## src/rtl/bit_derotator.sv

```systemverilog
// Restores a word that was rotated by rot_amt in rotate_dir, one bit position per clock.
// Define DEROT_PARITY_EN to add the par_in input and the registered par_err output.
module bit_derotator #(
  parameter int unsigned WIDTH = 8,
  parameter int unsigned AMT_W = 3
) (
  input  logic             clk,
  input  logic             reset,
  input  logic             in_valid,
  output logic             in_ready,
  input  logic [WIDTH-1:0] data_in,
  input  logic [AMT_W-1:0] rot_amt,
  input  logic             rotate_dir,
  output logic             out_valid,
  input  logic             out_ready,
  output logic [WIDTH-1:0] data_out,
  output logic             busy
`ifdef DEROT_PARITY_EN
  ,
  input  logic             par_in,
  output logic             par_err
`endif
);

  typedef enum logic [1:0] {StIdle, StShift, StHold} state_e;

  state_e           state_q, state_d;
  logic [AMT_W-1:0] cnt_q, cnt_d;
  logic [WIDTH-1:0] work_q, work_d;
  logic             dir_q, dir_d;
  logic             accept;

  assign accept = in_valid && in_ready;

  always_comb begin
    state_d   = state_q;
    cnt_d     = cnt_q;
    work_d    = work_q;
    dir_d     = dir_q;
    in_ready  = 1'b0;
    out_valid = 1'b0;
    unique case (state_q)
      StIdle: begin
        in_ready = !reset;
        if (in_valid && !reset) begin
          work_d  = data_in;
          dir_d   = rotate_dir;
          cnt_d   = rot_amt;
          state_d = (rot_amt == '0) ? StHold : StShift;
        end
      end
      StShift: begin
        // Undo the original rotation: left-rotated words go right, and vice versa.
        if (dir_q) work_d = {work_q[WIDTH-2:0], work_q[WIDTH-1]};
        else       work_d = {work_q[0], work_q[WIDTH-1:1]};
        cnt_d = cnt_q - AMT_W'(1);
        if (cnt_q == AMT_W'(1)) state_d = StHold;
      end
      StHold: begin
        out_valid = 1'b1;
        if (out_ready) state_d = StIdle;
      end
      default: state_d = StIdle;
    endcase
  end

  always_ff @(posedge clk or posedge reset) begin
    if (reset) begin
      state_q <= StIdle;
      cnt_q   <= '0;
      work_q  <= '0;
      dir_q   <= 1'b0;
    end else begin
      state_q <= state_d;
      cnt_q   <= cnt_d;
      work_q  <= work_d;
      dir_q   <= dir_d;
    end
  end

  assign data_out = work_q;
  assign busy     = (state_q != StIdle);

`ifdef DEROT_PARITY_EN
  logic par_err_q;

  always_ff @(posedge clk or posedge reset) begin
    if (reset) begin
      par_err_q <= 1'b0;
    end else if (accept) begin
      par_err_q <= (^data_in) ^ par_in;
    end
  end

  assign par_err = par_err_q;
`endif

endmodule

```

## config.mk

```make
export PLATFORM = sky130hd
export DESIGN_NAME = bit_derotator
export DESIGN_NICKNAME = d
export VERILOG_FILES = /design/src/rtl/bit_derotator.sv
export SDC_FILE = /design/constraint.sdc
export NUM_CORES = 1
export LEC_CHECK = 0
export CAP_MARGIN = 20
export CORE_ASPECT_RATIO = 0.7
export CORE_MARGIN = 1
export CORE_UTILIZATION = 45
export DETAILED_ROUTE_END_ITERATION = 6
export HOLD_SLACK_MARGIN = 0.08
export PLACE_DENSITY = 0.87
export REMOVE_ABC_BUFFERS = 1
export SKIP_LAST_GASP = 1
export SYNTH_ARGS = -nofsm -noshare
export SYNTH_HDL_FRONTEND = slang
export SYNTH_SLANG_ARGS = --single-unit
```

## constraint.sdc

```tcl
create_clock -name clk -period 1.68 [get_ports clk]
set_input_delay 0.252 -clock clk [delete_from_list [all_inputs] [get_ports clk]]
set_output_delay 0.252 -clock clk [all_outputs]
set_load 0.01 [all_outputs]
```

Yosys cells after proc, flatten, opt, wreduce, memory -nomap -nowiden
Index checks and enable logic that the tools add are counted.
- register bits after elaboration: 14
- bits of input ports: 16
- output and inout port bits: 11
- $add $sub $neg: 1
- equal/unequal tests: 6
- mux-type cells: 12
- reductions and logical operators: 9
- operators by type and width (operator ; number):
    $mux 8 ; 2
    $pmux 8 s2 ; 1
    $mux 2 ; 4
    $ne 2x2->1 const B ; 3
    $pmux 2 s3 ; 1
    $pmux 3 s2 ; 1
    $reduce_and 2->1 ; 2
    $reduce_bool 2->1 ; 2
    $eq 3x1->1 const B ; 1
    $logic_not 3->1 ; 1
    $mux 3 ; 1
    $reduce_and 3->1 ; 1
    $sub 3x1->3 const B ; 1
    $eq 2x1->1 const B ; 1
    $eq 2x2->1 const B ; 1
    $logic_not 2->1 ; 1
    $mux 1 ; 2
    $logic_and 1x1->1 ; 1
    $logic_not 1->1 ; 1

Logic depth before layout (Yosys ltp)
- depth after elaboration: 4
- depth in mapped cells: 5

Worst setup path before layout
OpenSTA, ideal clock, no wires.
- path kind: register -> register
- start: reg state_q[1]
- end: reg work_q[0], in the netlist data_out[0]
- library setup time: 0.137 ns
- arrival time: 1.142 ns
- data required time: 1.543 ns
- path slack: 0.401 ns
- stages on the path, launching flop included: 5
- period minus slack after synthesis: 1.279 ns
- path through: dfrtp_1 > or3b_4 > buf_6 > o22ai_2 > a21oi_1
- cells in the longest elaborated chain, start to end: 3
- elaborated cells between the ends (all ways): 6
- ends and longest elaborated chain (what ; RTL line ; RTL):
    start, declared ; 27 ; state_e state_q, state_d;
    start signal, assigned ; 69 ; state_q <= StIdle;
    start signal, assigned ; 74 ; state_q <= state_d;
    $eq 2x1->1 / $logic_not 2->1 (equally long branches) ; 42 ; unique case (state_q)
    $reduce_bool 2->1 (no source line) / $ne 2x2->1 (equally long branches) ; n/a ;
    $reduce_and 2->1 (no source line) ; n/a ;
    end signal, assigned ; 76 ; work_q <= work_d;
    end, declared ; 29 ; logic [WIDTH-1:0] work_q, work_d;
Several ways; a longest one is shown, not always the timed one.
A chain may end at the register's enable or synchronous reset.

Worst setup path in the final report
- start: reg work_q[6], in the netlist data_out[6]
- end: out data_out[6]
- RTL lines (what ; RTL line ; RTL):
    end, declared ; 16 ; output logic [WIDTH-1:0] data_out,
No word-level cell between the ends.

==> impl_metrics.env <==
export IMPL_outcome="complete, no violations"
export IMPL_netlist_area_leader_share_pct=38.78
export IMPL_first_pass_iters=5
export IMPL_die_w_um=55.55
export IMPL_n_antenna_cell=0
export IMPL_cp_required_ns=1.43
export IMPL_drive_above_1_share_pct=23.73
export IMPL_path_cells="clkdlybuf4s50_1"
export IMPL_power_total_mw=2.034
export IMPL_syn_cell_area_um2=903.4
export IMPL_finalNonFillerCells=140
export IMPL_clkLatencyLatePin_ns=0.28
export IMPL_setup_violations=0
export IMPL_remaining_drc_errors=0
export IMPL_cp_top_family="buffers and inverters"
export IMPL_clkPwrFrac_pct=12.0
export IMPL_period_share_pct=94.11
export IMPL_critical_path_max_fanout=5
export IMPL_max_cap_viol_count=0
export IMPL_crit_path_end_kind="output pin"
export IMPL_ys_ff_latch=14
export IMPL_clk_pin_slew_ns=0.09
export IMPL_dp_hpwl_um=1640
export IMPL_gr_total_overflow=0
export IMPL_seqPwrFrac_pct=34.3
export IMPL_hold_violations=0
export IMPL_timing_final_ws_setup_ns=0.09900
export IMPL_place_congestion=0.8190
export IMPL_htree_num_levels=1
export IMPL_period_needed_ns=1.581
export IMPL_grt_max_degree=15
export IMPL_grtUsageTotal_pct=21.32
export IMPL_start_util_pct=48.29
export IMPL_synth_edf_count=0
export IMPL_tightest_slew_ns=0.5547
export IMPL_port_buffer_count=26
export IMPL_ant_nets=0
export IMPL_boundaryPins=27
export IMPL_vias=816
export IMPL_ys_warnings_count=0
export IMPL_worstSetupPathType="flip-flop to output pin"
export IMPL_syn_to_final_growth_pct=36.01
export IMPL_ir_drop_mv=1.178
export IMPL_pwr_share_comb_pct=53.7
export IMPL_syn_inst=89
export IMPL_antenna_found_initial=0
export IMPL_final_max_slew_viol_count=0
export IMPL_whs_ns=0.4154
export IMPL_grt_first_pass_wirelength_um=3429
export IMPL_finClkSkew_ns=0.0008542
export IMPL_routedWlPerCell_um=15.80
export IMPL_layout_nets=137
export IMPL_coreArea_um2=1871
export IMPL_wl_um=2212
export IMPL_yosys_area_top_type="dfrtp_1"
export IMPL_yosysMostFrequentCell="dfrtp_1"
export IMPL_ys_types=23
export IMPL_rsz0062_at_grt="false"
export IMPL_p_per_area_nw_per_um2=1656
export IMPL_async_flop_share_pct=100.0
export IMPL_grt_pass1_vias=751
export IMPL_fp_dieH_um=39.49
export IMPL_clock_fmax_ghz=0.6325
export IMPL_post_place_ws_ns=0.03665
export IMPL_clockBufferDepth=2
export IMPL_avgSynthCellArea_um2=10.15
export IMPL_p_switching_mw=0.8102
export IMPL_power_leakage_nw=0.4893
export IMPL_worstPathArrival_ns=1.33
export IMPL_yosys_top_cells_area="dfrtp_1, o22ai_2, mux2_2"
export IMPL_crit_path_max_incr_delay_ns=0.58
export IMPL_cts_tree="built"
export IMPL_drt_iter0_markers=10
export IMPL_rows=13
export IMPL_die_area_um2=2193
export IMPL_synth_flop_cell="dfrtp_1"
export IMPL_tns_ns=0
export IMPL_ys_seq_area_share_pct=38.78
export IMPL_yosys_top_cells_count="dfrtp_1, a21oi_1, o22ai_1"
export IMPL_cpMaxStageDelayCell="clkdlybuf4s50_1"
export IMPL_vias_per_cell=5.829
export IMPL_path_buf_inv=1
export IMPL_slew_headroom_pct=62.98
export IMPL_internal_power_mw=1.224
export IMPL_cts_root_buf="clkbuf_4"
export IMPL_final_fill_count=159
export IMPL_hold_class="primary input to asynchronous set/reset pin"
export IMPL_numCtsBuffers=3
export IMPL_dp_cells=136
export IMPL_start_kind="flip-flop"
export IMPL_cts_hold_buf=0
export IMPL_cts_sinks=14
export IMPL_p_sw_share_pct=39.83
per-layer routing:
layer,vias up,GRT usage [%],part of all wire [%]
li1,389,-,-
met1,399,26.82,47
met2,24,34.34,47
met3,4,7.921,5.0
met4,0,6.875,1.1
met5,-,0,0
what timing repair did:
| action | CTS | global route |
|---|---|---|
| buffers inserted | 0 | 0 |
| endpoints found under the setup margin | 2 | 1 |
| resized for setup | 2 | 1 |
stage by stage:
stage                     utilization (%)  instance area, um2
after floorplan                         -               867.1
after global placement              63.75                1192
after detailed placement            63.75                1192
after CTS                           65.55                1226
after global routing                65.69                1229
final                               65.69                1229
cell type report:
type | instances | area (um2) | share of cell area [%]
Clock buffer | 4 | 36.28 | 2.953
Timing Repair Buffer | 31 | 297.8 | 24.24
Multi-Input combinational cell | 63 | 494.2 | 40.22
Sequential cell | 14 | 350.3 | 28.51
Inverter | 6 | 22.52 | 1.833
Tap cell | 22 | 27.53 | 2.240
power by group through the flow:
| stage | sequential, mW | combinational, mW | clock (mW) |
|---|---|---|---|
| after global placement | 0.682 | 1.06 | 0 |
| after floorplan | 0.702 | 0.639 | 0 |
| after global routing | 0.718 | 1.21 | 0.270 |
| after detailed placement | 0.696 | 1.10 | 0 |
| final | 0.697 | 1.09 | 0.244 |
| after CTS | 0.690 | 1.09 | 0.252 |
worst reg2reg max path, stage by stage, from the launching register on:
cell and delay, ns:
dfrtp_1 0.38, buf_4 0.16, or3b_4 0.50, o22ai_1 0.17, a21oi_1 0.08
cells by family (layout without fill, tap and decap cells):
kind of cell | count (synthesis) | after routing | share of synthesized area [%]
AO/OA/AOI/OAI | 36 | 36 | 30.33
flip-flops | 14 | 14 | 38.78
multiplexers | 9 | 9 | 11.22
adder cells (fa/ha/maj) | 2 | 2 | 2.770
AND/OR/NAND/NOR | 16 | 16 | 10.39
buffers and inverters | 12 | 41 | 6.510
placed cells by master (no fill, tap or decap), types with 3 or more instances in the layout:
cell type / instances
clkbuf_4: 3
dfrtp_1: 14
o22ai_1: 11
a21oi_1: 13
inv_1: 6
nand2b_1: 4
nor2_1: 4
clkdlybuf4s50_1: 23
o22ai_2: 10
mux2_2: 8
buf_4: 5
path summary, 6_finish.rpt:
path	end	slack, ns	cells past startpoint	startpoint
min in group clk	dir_q$_DFFE_PP0P_	0.58	2	rotate_dir
hold reg to reg	state_q[0]$_DFFE_PP0P_	0.58	2	state_q[1]$_DFFE_PP0P_
max in group asynchronous	data_out[5]$_DFFE_PP0P_	0.90	2	reset
hold / removal	data_out[7]$_DFFE_PP0P_	0.42	2	reset
setup reg to reg	cnt_q[1]$_DFFE_PP0P_	0.26	4	state_q[1]$_DFFE_PP0P_
setup / recovery	data_out[6]	0.1	1	data_out[6]$_DFFE_PP0P_
registers in the layout (all words and copies together) (netlist names):
register and flops:
dir_q 1, state_q 2, data_out 8, cnt_q 3
Power figures use the tool's default switching activity.
